[src/rtl/dds_phase_detector.sv]
`default_nettype none
// +-----------------------------------------------------------------------------+
// | Module      : dds_phase_detector                                            |
// | Description : Converts a packed {sin, cos} sample into its phase            |
// |               atan2(sin, cos) in DDS phase-word scaling (2^PHASE_DW = 2*pi) |
// |               using an iterative vectoring-mode CORDIC, one micro-rotation  |
// |               per clock, with AXI-stream handshakes on input and output.    |
// |               Optional magnitude output enabled by macro PHASE_DET_MAG_EN.  |
// | Revision    : 1.0 - initial release                                         |
// +-----------------------------------------------------------------------------+
module dds_phase_detector #(
   parameter int IN_DW      = 16,
   parameter int PHASE_DW   = 16,
   parameter int ITERATIONS = 16,   // legal range 4..PHASE_DW
   parameter int GUARD_DW   = 2
) (
   input  logic                  clk,
   input  logic                  reset_n,
   input  logic [2*IN_DW-1:0]    s_axis_in_tdata,
   input  logic                  s_axis_in_tvalid,
   output logic                  s_axis_in_tready,
   output logic [PHASE_DW-1:0]   m_axis_phase_tdata,
   output logic                  m_axis_phase_tvalid,
   input  logic                  m_axis_phase_tready
`ifdef PHASE_DET_MAG_EN
   ,
   output logic [IN_DW:0]        m_axis_mag_tdata
`endif
);

   // Two extra bits on x/y: one for negating -2^(IN_DW-1), one for CORDIC gain.
   localparam int c_XW = IN_DW + 2;
   // Angle accumulator carries GUARD_DW fractional bits below the phase LSB.
   localparam int c_ZW = PHASE_DW + GUARD_DW;
   localparam int c_CW = $clog2(ITERATIONS);
   localparam real c_PI = 3.14159265358979323846;
   localparam logic [c_CW-1:0] c_LAST = c_CW'(ITERATIONS - 1);
   // Pi expressed in accumulator units (half of full scale).
   localparam logic [c_ZW-1:0] c_Z_PI = {1'b1, {(c_ZW-1){1'b0}}};
   // Half of one output LSB in accumulator units, for round-half-up.
   localparam logic [c_ZW-1:0] c_Z_HALF = (GUARD_DW > 0) ? c_ZW'(1 << (GUARD_DW - 1)) : '0;

   // atan(2^-idx) scaled so that 2*pi maps to 2^c_ZW, rounded to nearest.
   function automatic logic [c_ZW-1:0] f_atan_entry(input int idx);
      real ang;
      ang = $atan(1.0 / (2.0 ** idx)) / (2.0 * c_PI) * (2.0 ** c_ZW);
      return c_ZW'($rtoi(ang + 0.5));
   endfunction

   typedef enum logic [1:0] {
      ST_IDLE   = 2'd0,
      ST_ROTATE = 2'd1,
      ST_DONE   = 2'd2
   } state_t;

   state_t                  r_state;
   state_t                  w_state_next;
   logic                    r_rdy_en;
   logic                    w_in_ready;
   logic                    w_in_xfer;
   logic                    w_out_xfer;
   logic                    w_last;

   logic signed [IN_DW-1:0] w_sin;
   logic signed [IN_DW-1:0] w_cos;
   logic signed [c_XW-1:0]  w_sin_ext;
   logic signed [c_XW-1:0]  w_cos_ext;
   logic signed [c_XW-1:0]  w_x0;
   logic signed [c_XW-1:0]  w_y0;
   logic [c_ZW-1:0]         w_z0;

   logic signed [c_XW-1:0]  r_x;
   logic signed [c_XW-1:0]  r_y;
   logic signed [c_XW-1:0]  w_x_sh;
   logic signed [c_XW-1:0]  w_y_sh;
   logic signed [c_XW-1:0]  w_x_next;
   logic signed [c_XW-1:0]  w_y_next;
   logic [c_ZW-1:0]         r_z;
   logic [c_ZW-1:0]         w_z_next;
   logic [c_ZW-1:0]         w_atan;
   logic [c_ZW-1:0]         w_atan_tbl [ITERATIONS];
   logic [c_CW-1:0]         r_iter;
   logic                    r_zero;
   logic [PHASE_DW-1:0]     r_phase;
   logic [PHASE_DW-1:0]     w_phase_rnd;

   // Arctangent table, one constant per micro-rotation, built at elaboration.
   generate
      for (genvar g = 0; g < ITERATIONS; g++) begin : g_atan
         localparam logic [c_ZW-1:0] c_VAL = f_atan_entry(g);
         assign w_atan_tbl[g] = c_VAL;
      end
   endgenerate

   assign w_sin     = s_axis_in_tdata[2*IN_DW-1:IN_DW];
   assign w_cos     = s_axis_in_tdata[IN_DW-1:0];
   assign w_sin_ext = {{2{w_sin[IN_DW-1]}}, w_sin};
   assign w_cos_ext = {{2{w_cos[IN_DW-1]}}, w_cos};

   // Fold the left half-plane onto the right by a pi rotation so the CORDIC
   // only has to cover +/- pi/2.
   assign w_x0 = w_cos[IN_DW-1] ? -w_cos_ext : w_cos_ext;
   assign w_y0 = w_cos[IN_DW-1] ? -w_sin_ext : w_sin_ext;
   assign w_z0 = w_cos[IN_DW-1] ? c_Z_PI : '0;

   assign w_in_xfer  = s_axis_in_tvalid & w_in_ready;
   assign w_out_xfer = m_axis_phase_tready & (r_state == ST_DONE);
   assign w_last     = (r_state == ST_ROTATE) && (r_iter == c_LAST);

   assign w_x_sh = r_x >>> r_iter;
   assign w_y_sh = r_y >>> r_iter;
   assign w_atan = w_atan_tbl[r_iter];

   // Round half-up to the phase width; the wrap at 2*pi is plain modulo.
   assign w_phase_rnd = PHASE_DW'((w_z_next + c_Z_HALF) >> GUARD_DW);

   // Input ready only after the first edge out of reset; passes through
   // the output ready while a result is waiting.
   always_ff @(posedge clk or negedge reset_n) begin
      if (!reset_n) begin
         r_rdy_en <= 1'b0;
      end else begin
         r_rdy_en <= 1'b1;
      end
   end

   // Input-side ready decoded from the current state.
   always_comb begin
      w_in_ready = 1'b0;
      case (r_state)
         ST_IDLE:   w_in_ready = r_rdy_en;
         ST_ROTATE: w_in_ready = 1'b0;
         ST_DONE:   w_in_ready = m_axis_phase_tready;
         default:   w_in_ready = 1'b0;
      endcase
   end

   // State register.
   always_ff @(posedge clk or negedge reset_n) begin
      if (!reset_n) begin
         r_state <= ST_IDLE;
      end else begin
         r_state <= w_state_next;
      end
   end

   // Next-state logic: accept, rotate ITERATIONS cycles, hold until consumed.
   always_comb begin
      w_state_next = r_state;
      case (r_state)
         ST_IDLE: begin
            if (w_in_xfer) begin
               w_state_next = ST_ROTATE;
            end
         end
         ST_ROTATE: begin
            if (w_last) begin
               w_state_next = ST_DONE;
            end
         end
         ST_DONE: begin
            if (w_out_xfer) begin
               w_state_next = w_in_xfer ? ST_ROTATE : ST_IDLE;
            end
         end
         default: w_state_next = ST_IDLE;
      endcase
   end

   // One vectoring micro-rotation: drive y toward zero, accumulate angle.
   always_comb begin
      w_x_next = r_x;
      w_y_next = r_y;
      w_z_next = r_z;
      if (!r_y[c_XW-1]) begin
         w_x_next = r_x + w_y_sh;
         w_y_next = r_y - w_x_sh;
         w_z_next = r_z + w_atan;
      end else begin
         w_x_next = r_x - w_y_sh;
         w_y_next = r_y + w_x_sh;
         w_z_next = r_z - w_atan;
      end
   end

   // CORDIC datapath: load pre-rotated sample on accept, iterate, and
   // capture the rounded phase on the final iteration.
   always_ff @(posedge clk or negedge reset_n) begin
      if (!reset_n) begin
         r_x     <= '0;
         r_y     <= '0;
         r_z     <= '0;
         r_iter  <= '0;
         r_zero  <= 1'b0;
         r_phase <= '0;
      end else if (w_in_xfer) begin
         r_x     <= w_x0;
         r_y     <= w_y0;
         r_z     <= w_z0;
         r_iter  <= '0;
         r_zero  <= (s_axis_in_tdata == '0);
      end else if (r_state == ST_ROTATE) begin
         r_x     <= w_x_next;
         r_y     <= w_y_next;
         r_z     <= w_z_next;
         r_iter  <= w_last ? '0 : r_iter + c_CW'(1);
         if (w_last) begin
            // The all-zero vector has no defined angle; report zero.
            r_phase <= r_zero ? '0 : w_phase_rnd;
         end
      end
   end

   assign s_axis_in_tready    = w_in_ready;
   assign m_axis_phase_tvalid = (r_state == ST_DONE);
   assign m_axis_phase_tdata  = r_phase;

`ifdef PHASE_DET_MAG_EN
   localparam int c_PW = c_XW + 17;
   // CORDIC gain compensation, round(0.607253 * 2^16).
   localparam logic [16:0] c_K = 17'd39797;

   logic [c_PW-1:0]  w_prod;
   logic [c_XW:0]    w_mag_q;
   logic [IN_DW:0]   w_mag_sat;
   logic [IN_DW:0]   r_mag;

   // x is non-negative after the half-plane fold, so an unsigned multiply suffices.
   assign w_prod    = {17'd0, w_x_next} * {{c_XW{1'b0}}, c_K};
   assign w_mag_q   = (c_XW + 1)'((w_prod + c_PW'(32768)) >> 16);
   assign w_mag_sat = (|w_mag_q[c_XW:IN_DW+1]) ? '1 : w_mag_q[IN_DW:0];

   // Magnitude captured alongside the phase, sharing its handshake.
   always_ff @(posedge clk or negedge reset_n) begin
      if (!reset_n) begin
         r_mag <= '0;
      end else if (w_last) begin
         r_mag <= r_zero ? '0 : w_mag_sat;
      end
   end

   assign m_axis_mag_tdata = r_mag;
`endif

endmodule
`default_nettype wire

[config.mk]
export PLATFORM = sky130hd
export DESIGN_NAME = dds_phase_detector
export DESIGN_NICKNAME = d
export VERILOG_FILES = /design/src/rtl/dds_phase_detector.sv
export SDC_FILE = /design/constraint.sdc
export NUM_CORES = 1
export LEC_CHECK = 0
export ABC_AREA = 1
export CAP_MARGIN = 20
export CORE_UTILIZATION = 63
export CTS_BUF_LIST = sky130_fd_sc_hd__clkbuf_8
export DETAILED_ROUTE_END_ITERATION = 7
export PLACE_DENSITY = 0.94
export SYNTH_ARGS = -nofsm -noshare
export SYNTH_HDL_FRONTEND = slang
export SYNTH_SLANG_ARGS = --single-unit
[constraint.sdc]
create_clock -name clk -period 5.6 [get_ports clk]
set_clock_uncertainty 0.1 [all_clocks]
set_input_delay 1.12 -clock clk [delete_from_list [all_inputs] [get_ports clk]]
set_output_delay 1.12 -clock clk [all_outputs]
set_load 0.05 [all_outputs]
==> metrics list, run 1 <==
* Clk pin slew, worst setup/hold paths: 0.11 ns
- For the finished layout, the period the worst path requires is 5.06 ns.
* Worst-path cell with the longest stage delay: o311ai_0
* EDFF count, synth: 0
* Hold_buf cts: 0
- Max-Slew Margin vs Limit: 0.427
* Category of the worst setup path capture point: register
- In the final layout, the share of cells above drive strength 1 is 0.0451.
- Walking the worst path, the cells encountered are inv_2 > nand2_1 > nand3_1 > nand3_1 > nand2_1 > nand2_1 > nand2_1 > inv_1 > ha_1 > inv_1 > nor3_1 > nand3_1 > o21ai_1 > xor2_1 > ha_1 > inv_1 > nor3_1 > nand2_1 > o311ai_0 > nand3_1 > nand3_1 > a21oi_1.
* Starting density of the core: 0.654
* Worst path arrival time: 5.24 ns
- All-layer global routing usage: 0.388
- For the worst flop-to-flop path, the logic depth is 22.
- Number of warnings issued by yosys: 0
* Seq. cell area: 1950 um2
* Nets@finish: 1716
- Post-synthesis cell type count: 50
- The number of global-route vias before repair came to 9665.
- The synthesized design contains 78 register bits.
* Total count of hold-check failures in the final report: 0
* Number of antenna violations at the first check in global routing: 0
* Total gr overflow: 0
- The congestion estimate from routability-driven global placement came to 1.01.
- The setup path with the least slack is of type reg2reg.
- TritonCTS buffer count: 9
- Synthesis produced 1587 cells.
- The multi-input combinational cells in the finished layout cover a total of 6770 um2.
- The die is 126 um tall.
- Deepest clock path buffer count: 2
- Averaged over all synthesized cells, the footprint is 6.08 um2.
* Share of the clock period used by the worst path: 0.904
- Max Transition Viols Final: 0
- Highest clock rate: 197 MHz
- Core region area: 14800 um2
- Max_cap viols: 0
- Clock network latency to the later pin of the worst-skew pair: 0.41 ns
- After detailed routing, the number of remaining DRC violations is 0.
* Clock tree root buffer cell: clkbuf_8
* Vias: 11100
- Once detail routing completed, the nets flagged for antenna violations numbered 0.
* Capture point of the worst reg-to-reg path: r_y[17]
- The most used flip-flop cell after synthesis is dfrtp_1.
- Setup violations remaining at the end of the flow were counted as 0.
* Startpoint types: register
* Share of synthesized registers carrying an async set or reset: 1.00
- Post-CTS timing repair inserted 0 buffers for setup.
- Classification of the worst-slack hold path: reg2reg
* Die width: 126 um
- Beginning of the critical path: r_iter[0]
* Post-synth net total: 1690
* Total of fill cells in the finished design: 1299
* Number of clock sinks: 78
* Count of routing violations after the opening detailed-route iteration: 1352
* Maximum fanout along the worst path: 34
* Antenna diode instance count: 0
- 54 I/O pins were placed.
- Buffers placed on the I/O ports in this run total 53.
- Across all register-to-register paths, the minimum setup slack is 0.54 ns.
* Dpl hpwl: 23.5 mm
- Setup repair after global routing left no endpoint under its margin.
* Run status: completed
- Vias per inst: 6.19
- Slowest stage delay, CP: 0.72 ns
* Layout overhead on the synthesized area: 8.75%
* Number of resized instances in the post-cts repair step: 0
* Cell Area, Synth: 9650 um2
- The H-tree was split into 3 levels.
- Final core utilization: 0.711
* First-pass GRT wire length: 48.6 mm
* TritonCTS clock tree: built
- Critical R2R Launch: r_iter[0]
- Critical Path RT: 5.78 ns
- Dividing the detail-routed wire length by the instance count gives 17.0 um.
- At the pin with the least slew margin, the transition time is 0.857 ns.
* Worst setup path end: r_y[17]
* Seq/Total Area, Yosys: 0.202
- Total Die Area: 15800 um2
- The initialized floorplan defines 44 standard-cell rows.
- The routed design has 30.6 mm of wire.
- The first detailed-routing pass took 5 iterations.
- Largest net degree at the start of global routing: 79
- Setup_tns: 0 ns
cell families (layout without fill, tap and decap cells):
| logic type | count (synthesis) | count (layout) | synth area share |
|---|---|---|---|
| simple gates | 796 | 796 | 0.348 |
| compound gates | 349 | 349 | 0.202 |
| buf+inv | 230 | 261 | 0.0971 |
| flops | 78 | 78 | 0.202 |
| fa+ha+maj | 67 | 67 | 0.0892 |
| xor+xnor | 66 | 66 | 0.0607 |
| other cells | 1 | 1 | 0.000389 |
through the flow:
stage / instances / worst slack (ns) / area (um2) / hold WS [ns]
2_1_floorplan: 1587 / 1.71 / 9650 / 0.359
3_3_place_gp: 1785 / 0.912 / 10300 / 0.366
5_1_grt: 1802 / 0.0741 / 10500 / 0.421
4_1_cts: 1801 / 0.711 / 10500 / 0.402
3_5_place_dp: 1785 / 0.738 / 10300 / 0.374
6_report: 1802 / 0.536 / 10500 / 0.403
how the worst min path moves through the flow:
stage	slack, ns	cells past startpoint	endpoint	start
after floorplan	0.36	2	r_z[10]	r_z[10]
after global placement	0.37	2	m_axis_phase_tdata[7]	m_axis_phase_tdata[7]
after detailed placement	0.37	2	m_axis_phase_tdata[10]	m_axis_phase_tdata[10]
after CTS	0.40	2	m_axis_phase_tdata[10]	m_axis_phase_tdata[10]
after global routing	0.42	2	m_axis_phase_tdata[10]	m_axis_phase_tdata[10]
final	0.40	2	m_axis_phase_tdata[10]	m_axis_phase_tdata[10]
cell usage after synthesis, drive strengths merged (16+ instances only):
| cell type | instances | area (um2) |
|---|---|---|
| nand2 | 440 | 1660 |
| inv | 168 | 631 |
| nand3 | 162 | 821 |
| o21ai | 149 | 749 |
| nor2 | 139 | 547 |
| a21oi | 125 | 633 |
| dfrtp | 78 | 1950 |
| ha | 64 | 801 |
| xor2 | 43 | 384 |
| clkbuf | 31 | 116 |
| buf | 29 | 183 |
| xnor2 | 23 | 201 |
| nor3 | 21 | 115 |
| nand4 | 17 | 106 |
| a31oi | 16 | 100 |
sequential cells by signal (all words and copies together), names as in the netlist:
register	count
m_axis_phase_tdata	16
r_iter	4
r_rdy_en	1
r_state	2
r_x	18
r_y	18
r_z	18
r_zero	1
worst max-delay path: cells and delay by family, from the launching register on:
family	cells	cell delay, ns
AOI/OAI and AO/OA	3	0.98
DFF	1	0.66
xor gates and xnor gates	1	0.09
adders and majority gates	2	0.54
buffers and inverters	4	0.62
and+or+nand+nor	12	1.95
metal layers:
metal	global-route usage	up-vias	share of wire	wire [um]
li1	-	5344	-	-
met1	0.584	5067	0.46	13900
met2	0.513	671	0.38	11700
met5	0	-	0	0
met3	0.130	67	0.14	4170
met4	0.120	0	0.026	808
cells in the final DEF (no fill, tap or decap), types with 3 or more instances in the layout:
cell type / synthesis / layout
nand3_1: 160 / 160
ha_1: 64 / 64
nand3b_1: 6 / 6
o21ai_1: 11 / 11
a22oi_1: 4 / 4
o21bai_1: 3 / 3
inv_6: 0 / 3
clkdlybuf4s50_1: 0 / 52
xnor2_1: 23 / 23
fa_1: 3 / 3
clkbuf_8: 0 / 9
a21oi_1: 123 / 123
o21ai_0: 137 / 137
or2_2: 7 / 7
o22ai_1: 5 / 5
o21a_1: 6 / 6
inv_1: 164 / 164
o211ai_1: 9 / 9
a22o_1: 3 / 3
nand2_1: 437 / 437
nor2_1: 129 / 128
xor2_1: 42 / 42
nor3_1: 19 / 19
o221ai_1: 5 / 5
a31oi_1: 16 / 16
a32o_1: 4 / 4
a21o_1: 3 / 3
nor2_2: 10 / 11
dfrtp_1: 78 / 78
buf_4: 6 / 22
inv_2: 4 / 4
nand2_2: 3 / 3
o31ai_1: 9 / 9
nand4_1: 17 / 17
layout make-up:
cell class / instances / share of cell area
timing repair buffer: 75 / 0.0679
sequential: 78 / 0.186
multi-input combinational: 1279 / 0.645
inverter: 170 / 0.0608
tap: 184 / 0.0219
clock buffer: 9 / 0.0118
clock inverter: 7 / 0.00703
Power of run 1 is left out: the tool's default activity adds up to more than one toggle a clock period on the data nets, which glitch-free logic cannot reach.
==> run 2, diff against run 1 <==
- ABC_AREA: 1 -> unset
- CORE_MARGIN: unset -> 8
- CORE_UTILIZATION: 63 -> 64
- PLACE_DENSITY: 0.94 -> 0.95
==> metrics list, run 2 <==
* Run status: completed
* Main synth FF type: dfrtp_1
- The number of slew-limit violations in the final report came to 0 (unchanged).
- The full die area was 19600 um2 (+24%).
* Actual transition at the worst max-transition pin: 0.941 ns (+0.0840 ns)
* Max-Slew Margin vs Limit: 0.370 (-0.0565)
- The setup-violating endpoint count in the final report is 0 (unchanged).
* Number of warnings issued by yosys: 0 (unchanged)
- Most frequent cells in the layout: nand2_1 (123), nor2_1 (88), o21ai_0 (87)
- The floorplan die height came to 140 um (+11%).
* Largest net degree at the start of global routing: 79 (unchanged)
* Worst-case setup margin in the final layout: 0.273 ns (-0.263 ns)
* Setup_tns: 0 ns (unchanged)
- The synthesized area per cell came to 8.19 um2 (+35%).
- Place WS: 0.301 ns (-0.437 ns)
- The number of global-route vias before repair is 9838 (+1.8%).
* Final weighted congestion in routability-driven placement: 1.01 (-0.39%)
- Top cell type's share of synthesized area: 0.198 (-0.00401)
- On the critical path, the stage with the largest delay is an instance of or4b_1.
* Core region area: 15100 um2 (+2.7%)
* Category of the worst setup path capture point: register
- Critical Path RT: 5.81 ns (+0.03 ns)
- Synthesis-stage register bit count: 78 (unchanged)
- Detailed-routing iteration count for the pre-antenna-repair pass: 7 (+2)
- Count of routing violations after the opening detailed-route iteration: 1167 (-14%)
- The path class of the tightest hold or removal check is reg2reg.
* Top cells by area in the synthesized netlist: dfrtp_1 (20%), ha_1 (8.1%), mux4_2 (7.5%)
* Unrepaired setup endpoints after global routing: false
* Number of antenna violations at the first check in global routing: 0 (unchanged)
- Clk pin slew, worst setup/hold paths: 0.10 ns (about the same)
* Starting density of the core: 0.650 (-0.00403)
- Final design instance area without fill: 10700 um2 (+1.7%)
* Clock network latency to the later pin of the worst-skew pair: 0.40 ns (about the same)
- The part of the cycle the worst path needs came to 0.951 (+0.0470).
- The first-pass GRT wire length was 48.2 mm (-0.85%).
* Number of remaining DRC errors: 0 (unchanged)
- Number of top-level pins: 54 (unchanged)
* Min Tclk post-route: 5.33 ns (+0.263 ns)
- Cell taking the most area after synthesis: dfrtp_1
- Number of placement rows: 45 (+2.3%)
- nand2_1 is the most common cell in the netlist.
- Antenna diode instance count: 0 (unchanged)
* Post-synthesis cell type count: 82 (+64%)
- Multi-input gate area: 7410 um2 (+9.5%)
- The number of fill cells was 1085 (-16%).
* Cell Area, Synth: 9850 um2 (+2.0%)
* Vias per inst: 7.10 (+15%)
- The share of synthesized area occupied by flip-flops and latches was 0.198 (-0.00401).
* Gate Count Post-Synth: 1202 (-24%)
- The routed wire length came to 29.2 mm (-4.8%).
* Max_cap viols: 0 (unchanged)
* All-layer global routing usage: 0.300 (-0.0885)
- Die width: 140 um (+11%)
- The total global routing overflow came to 0 (unchanged).
- Vias: 9985 (-10%)
- By count the netlist is led by nand2_1 (123), nor2_1 (88), o21ai_0 (87).
- The TritonCTS buffer count is 9 (unchanged).
* Number of cell instances on the worst register-to-register path: 19 (-14%)
- Clock tree root buffer cell: clkbuf_8
* Cell chain of the critical path: inv_1 > ha_1 > o21ai_0 > a31oi_1 > inv_1 > ha_1 > nor2_1 > a21oi_1 > inv_1 > ha_1 > nor2b_1 > o31a_1 > or4b_1 > a311oi_2 > nand4_1 > nor4_1 > nand4_1 > xnor2_1 > o31ai_1
* Share of synthesized registers carrying an async set or reset: 1.00 (unchanged)
- ANT nets after route: 0 (unchanged)
* Nets@finish: 1316 (-23%)
- The share of final-layout standard cells stronger than drive strength 1 is 0.0903 (+0.0452).
* Post-synth net total: 1305 (-23%)
- Placed insts: 1390 (-22%)
* Highest clock rate: 188 MHz (-4.9%)
- The post-CTS setup buffer count was 0 (unchanged).
- Total placed instance area: 10500 um2 (+1.8%)
- H-tree depth: 3 (unchanged)
- Relative to the synthesized area, the layout overhead comes to 8.40%.
- Dpl hpwl: 21.0 mm (-11%)
- Leaving out fill and tap cells, the most frequent cell in the layout is nand2_1.
* Number of buffers and inverters on the critical path: 3 (-1)
- Slowest stage delay, CP: 0.53 ns (-0.19 ns)
- Post-layout instance count excluding filler cells: 1406 (-22%)
- STA classifies the critical path startpoint as a register.
- TritonCTS clock tree: built
* Maximum fanout along the worst path: 9 (-74%)
- Worst path arrival time: 5.54 ns (+0.30 ns)
- Worst hold path stage count: 2 (unchanged)
- EDFF count, synth: 0 (unchanged)
* Port buffer count: 53 (unchanged)
* Seq. cell area: 1950 um2 (+0.13%)
- The maximum clock insertion buffer count is 2 (unchanged).
- Total count of hold-check failures in the final report: 0 (unchanged)
- The number of clock sinks seen by CTS was 78 (unchanged).
- The instance count on the critical path is 19 (-14%).
- The final routed wire length divided by cell count was 20.7 um (+22%).
- Crit path max-delay family: compound AO/OA/AOI/OAI gates
- Top flop regs: r_x: 18 flops, r_y: 18 flops, r_z: 18 flops
* Worst Setup Path Type: reg2reg
==> run 2: cell count changes in the layout (fill, tap and decap cells not counted), moves of 13 or more <==
| cell | previous run | this run |
|---|---|---|
| o21ai_0 | 137 | 87 |
| nand2_1 | 437 | 123 |
| nor3_1 | 19 | 36 |
| inv_1 | 164 | 46 |
| nand2b_1 | 0 | 16 |
| mux4_2 | 0 | 33 |
| a211oi_1 | 0 | 17 |
| xnor2_1 | 23 | 62 |
| nand3_1 | 160 | 35 |
| a21oi_1 | 123 | 79 |
| mux2_2 | 0 | 13 |
| nor2_1 | 128 | 88 |
| mux2i_1 | 0 | 52 |
==> run 2: path summary, 6_finish.rpt <==
kind	to	from	slack (ns)
max	m_axis_phase_tdata[13]	r_iter[1]	0.27
min	m_axis_phase_tdata[4]	m_axis_phase_tdata[4]	0.39
max reg2reg	m_axis_phase_tdata[13]	r_iter[1]	0.27
min reg2reg	m_axis_phase_tdata[4]	m_axis_phase_tdata[4]	0.39
max in group asynchronous	r_iter[1]	reset_n	3.86
min in group asynchronous	m_axis_phase_tdata[4]	reset_n	0.56
==> run 2: cell families (layout without fill, tap and decap cells) <==
| kind of cell | Yosys count | count (layout) | synth area share |
|---|---|---|---|
| and+or+nand+nor | 381 | 381 | 0.187 |
| AOI/OAI and AO/OA | 345 | 345 | 0.228 |
| buffers and inverters | 120 | 136 | 0.0517 |
| other | 1 | 1 | 0.000381 |
| DFF | 78 | 78 | 0.198 |
| xor gates and xnor gates | 108 | 108 | 0.0968 |
| muxes | 102 | 102 | 0.151 |
| adders and majority gates | 67 | 67 | 0.0874 |
==> run 2: worst reg2reg max path, cell delays in order, from the launching register on <==
cell	delay [ns]
dfrtp_2	0.49
inv_1	0.24
ha_1	0.32
o21ai_0	0.11
a31oi_1	0.28
inv_1	0.07
ha_1	0.27
nor2_1	0.04
a21oi_1	0.24
inv_1	0.08
ha_1	0.26
nor2b_1	0.14
o31a_1	0.30
or4b_1	0.53
a311oi_2	0.51
nand4_1	0.28
nor4_1	0.45
nand4_1	0.17
xnor2_1	0.17
o31ai_1	0.20
==> run 2: timing repair <==
item                                    in CTS  in global routing
hold endpoints to repair                     0                  0
hold buffers                                 0                  0
endpoints found under the setup margin       0                  5
resized for setup                            0                  6
==> run 2: cell type report <==
class,count,share of cell area
Clock buffer,9,0.0116
Clock inverter,7,0.00692
Inverter,48,0.0169
Multi-Input combinational cell,1004,0.694
Sequential cell,78,0.183
Tap cell,188,0.0220
Timing Repair Buffer,72,0.0652
==> run 2: per-stage QoR <==
stage          utilization  hold slack [ns]
2_1_floorplan            -            0.369
5_1_grt              0.705            0.429
6_report             0.705            0.386
4_1_cts              0.703            0.390
3_5_place_dp         0.690            0.365
3_3_place_gp         0.690            0.360
==> run 2: layer usage <==
layer	track usage	up-vias	wire length, um
li1	-	4466	-
met1	0.350	4578	10700
met2	0.471	729	13100
met3	0.0822	212	3270
met4	0.213	0	2110
met5	0	-	0
Power of run 2 is left out for the same reason.
==> run 3, diff against run 2 <==
- CELL_PAD_IN_SITES_DETAIL_PLACEMENT: unset -> 1
- CELL_PAD_IN_SITES_GLOBAL_PLACEMENT: unset -> 1
- CORE_UTILIZATION: 64 -> 48
- CTS_CLUSTER_SIZE: unset -> 8
==> metrics list, run 3 (synthesis gave the netlist of run 2 again) <==
- The run finished with clean final reports.
- Number of placement rows: 52 (+16%)
* Vias: 10300 (+3.6%)
- Worst Setup Path Type: reg2reg
- The HPWL after detailed placement is 27.5 mm (+31%).
- Most frequent cells in the layout: nand2_1 (123), nor2_1 (88), o21ai_0 (86)
* Place WS: -0.0470 ns (-0.348 ns)
- Starting density of the core: 0.488 (-0.162)
- Deepest clock path buffer count: 2 (unchanged)
* Min Tclk post-route: 5.51 ns (+0.179 ns)
- Vias per inst: 6.92 (-2.6%)
- Worst-case setup margin in the final layout: 0.0938 ns (-0.179 ns)
- The setup-violating endpoint count in the final report came to 0 (unchanged).
- The core area was 20200 um2 (+33%).
* Number of top-level pins: 54 (unchanged)
- The largest net degree at the start of global routing is 79 (unchanged).
* Max-Slew Margin vs Limit: 0.295 (-0.0755)
- Via count of the first global-routing pass: 11000 (+12%)
- The number of buffers inserted by port buffering was 53 (unchanged).
- DRT Wirelength: 37.9 mm (+30%)
- ANT nets after route: 0 (unchanged)
- Number of remaining DRC errors: 0 (unchanged)
* H-tree depth: 3 (unchanged)
- The data arrival time of the worst path was 5.71 ns (+0.17 ns).
* Nets@finish: 1323 (+0.53%)
* Maximum fanout along the worst path: 15 (+6)
- The placed instance count was 1478 (+6.3%).
* Setup bufs post-CTS: 0 (unchanged)
* Final design instance area without fill: 10900 um2 (+1.7%)
- Highest clock rate: 182 MHz (-3.3%)
* Most common library cell in the layout ignoring fill and taps: nand2_1
* Top flop regs: r_x: 18 flops, r_y: 18 flops, r_z: 18 flops
- The met1 layer wirelength in the final routing came to 13.8 mm (+29%).
- Total count of hold-check failures in the final report: 0 (unchanged)
* Antenna diode instance count: 0 (unchanged)
- Vertical die dimension: 159 um (+14%)
* Unrepaired setup endpoints after global routing: true
- The number of slew-limit violations in the final report was 0 (unchanged).
* Hold_buf cts: 0 (unchanged)
* Actual transition at the worst max-transition pin: 1.05 ns (+0.113 ns)
* Routed wire per std cell: 25.3 um (+22%)
- The total global routing overflow came to 0 (unchanged).
- TritonCTS built the clock tree.
- Number of clock sinks: 78 (unchanged)
* Clk pin slew, worst setup/hold paths: 0.12 ns (+0.02 ns)
* Number of antenna violations at the first check in global routing: 1 (+1)
* All-layer global routing usage: 0.291 (-0.00842)
- The number of fill cells is 2469 (+130%).
* First-pass GRT wire length: 60.2 mm (+25%)
* Post-layout instance count excluding filler cells: 1495 (+6.3%)
- The endpoint required time on the critical path came to 5.81 ns (about the same).
* Met3 wire length: 2.87 mm (-12%)
* Fraction of layout instances using a drive strength above 1: 0.0988 (+0.00846)
* Count of routing violations after the opening detailed-route iteration: 964 (-17%)
- The full die area came to 25400 um2 (+29%).
- Clock network latency to the later pin of the worst-skew pair: 0.41 ns (about the same)
- The worst setup path is launched from a register.
- The width of the chip was 159 um (+14%).
- Detailed-routing iteration count for the pre-antenna-repair pass: 5 (-2)
- The final weighted congestion in routability-driven placement came to 0.968 (-3.8%).
- The met2 wirelength from detailed routing was 17.8 mm (+37%).
- The cell sitting at the root of the clock tree is a clkbuf_8.
* Share of the clock period used by the worst path: 0.983 (+0.0320)
* Final core utilization: 0.538 (-0.167)
- Classification of the worst-slack hold path: reg2reg
- The worst setup path is captured at a register.
- Layout overhead on the synthesized area: 10.2%
- Highest routing layer actually used: met5
* Number of resized instances in the post-cts repair step: 2 (+2)
* Max_cap viols: 0 (unchanged)
* Total placed instance area: 10600 um2 (+1.2%)
- TritonCTS buffer count: 9 (unchanged)
==> run 3: cell types whose count changed in the layout (fill, tap and decap cells not counted), sizes merged <==
cell  change
buf       +7
==> run 3: critical path, cell delays in order, from the launching register on <==
cell and delay, ns:
dfrtp_2 0.53, buf_4 0.34, mux4_2 0.59, mux2_2 0.36, or3_1 0.46, o31ai_2 0.14
nand2_1 0.19, nor2_1 0.14, a21oi_1 0.09, xor2_1 0.18, ha_1 0.23, nor4_1 0.32
o21ai_0 0.23, and3_1 0.27, o31a_1 0.30, o31ai_2 0.38, a211oi_1 0.17, o21a_1 0.20
o31ai_1 0.19
==> run 3: per-layer routing <==
metal  vias up  GRT usage
met2       581      0.485
met1      5012      0.318
met3       264     0.0701
li1       4485          -
met5         -          0
met4         2      0.221
==> run 3: layout make-up <==
type                       count  area (um2)  share of cell area
clock buffer                   9         124              0.0114
multi-input combinational   1004        7430               0.685
tap                          270         338              0.0311
timing repair buffer          79         754              0.0695
sequential                    78        1950               0.180
inverter                      48         180              0.0166
clock inverter                 7        73.8             0.00680
==> run 3: final timing paths <==
| path | start | endpoint | slack, ns | cells after the start |
|---|---|---|---|---|
| setup reg to reg | r_iter[0] | r_x[16] | 0.09 | 18 |
| hold reg to reg | m_axis_phase_tdata[11] | m_axis_phase_tdata[11] | 0.39 | 2 |
| min in group asynchronous | reset_n | m_axis_phase_tdata[10] | 0.48 | 1 |
| hold / removal | m_axis_phase_tdata[11] | m_axis_phase_tdata[11] | 0.39 | 2 |
| setup / recovery | r_iter[0] | r_x[16] | 0.09 | 18 |
| max in group asynchronous | reset_n | r_x[4] | 4.27 | 2 |
==> run 3: stage by stage <==
stage / TNS, ns / hold slack (ns)
after floorplan: 0 / 0.369
after detailed placement: -0.0470 / 0.369
after global routing: -0.474 / 0.419
after CTS: 0 / 0.396
final: 0 / 0.390
after global placement: 0 / 0.365
Power of run 3 is left out for the same reason.
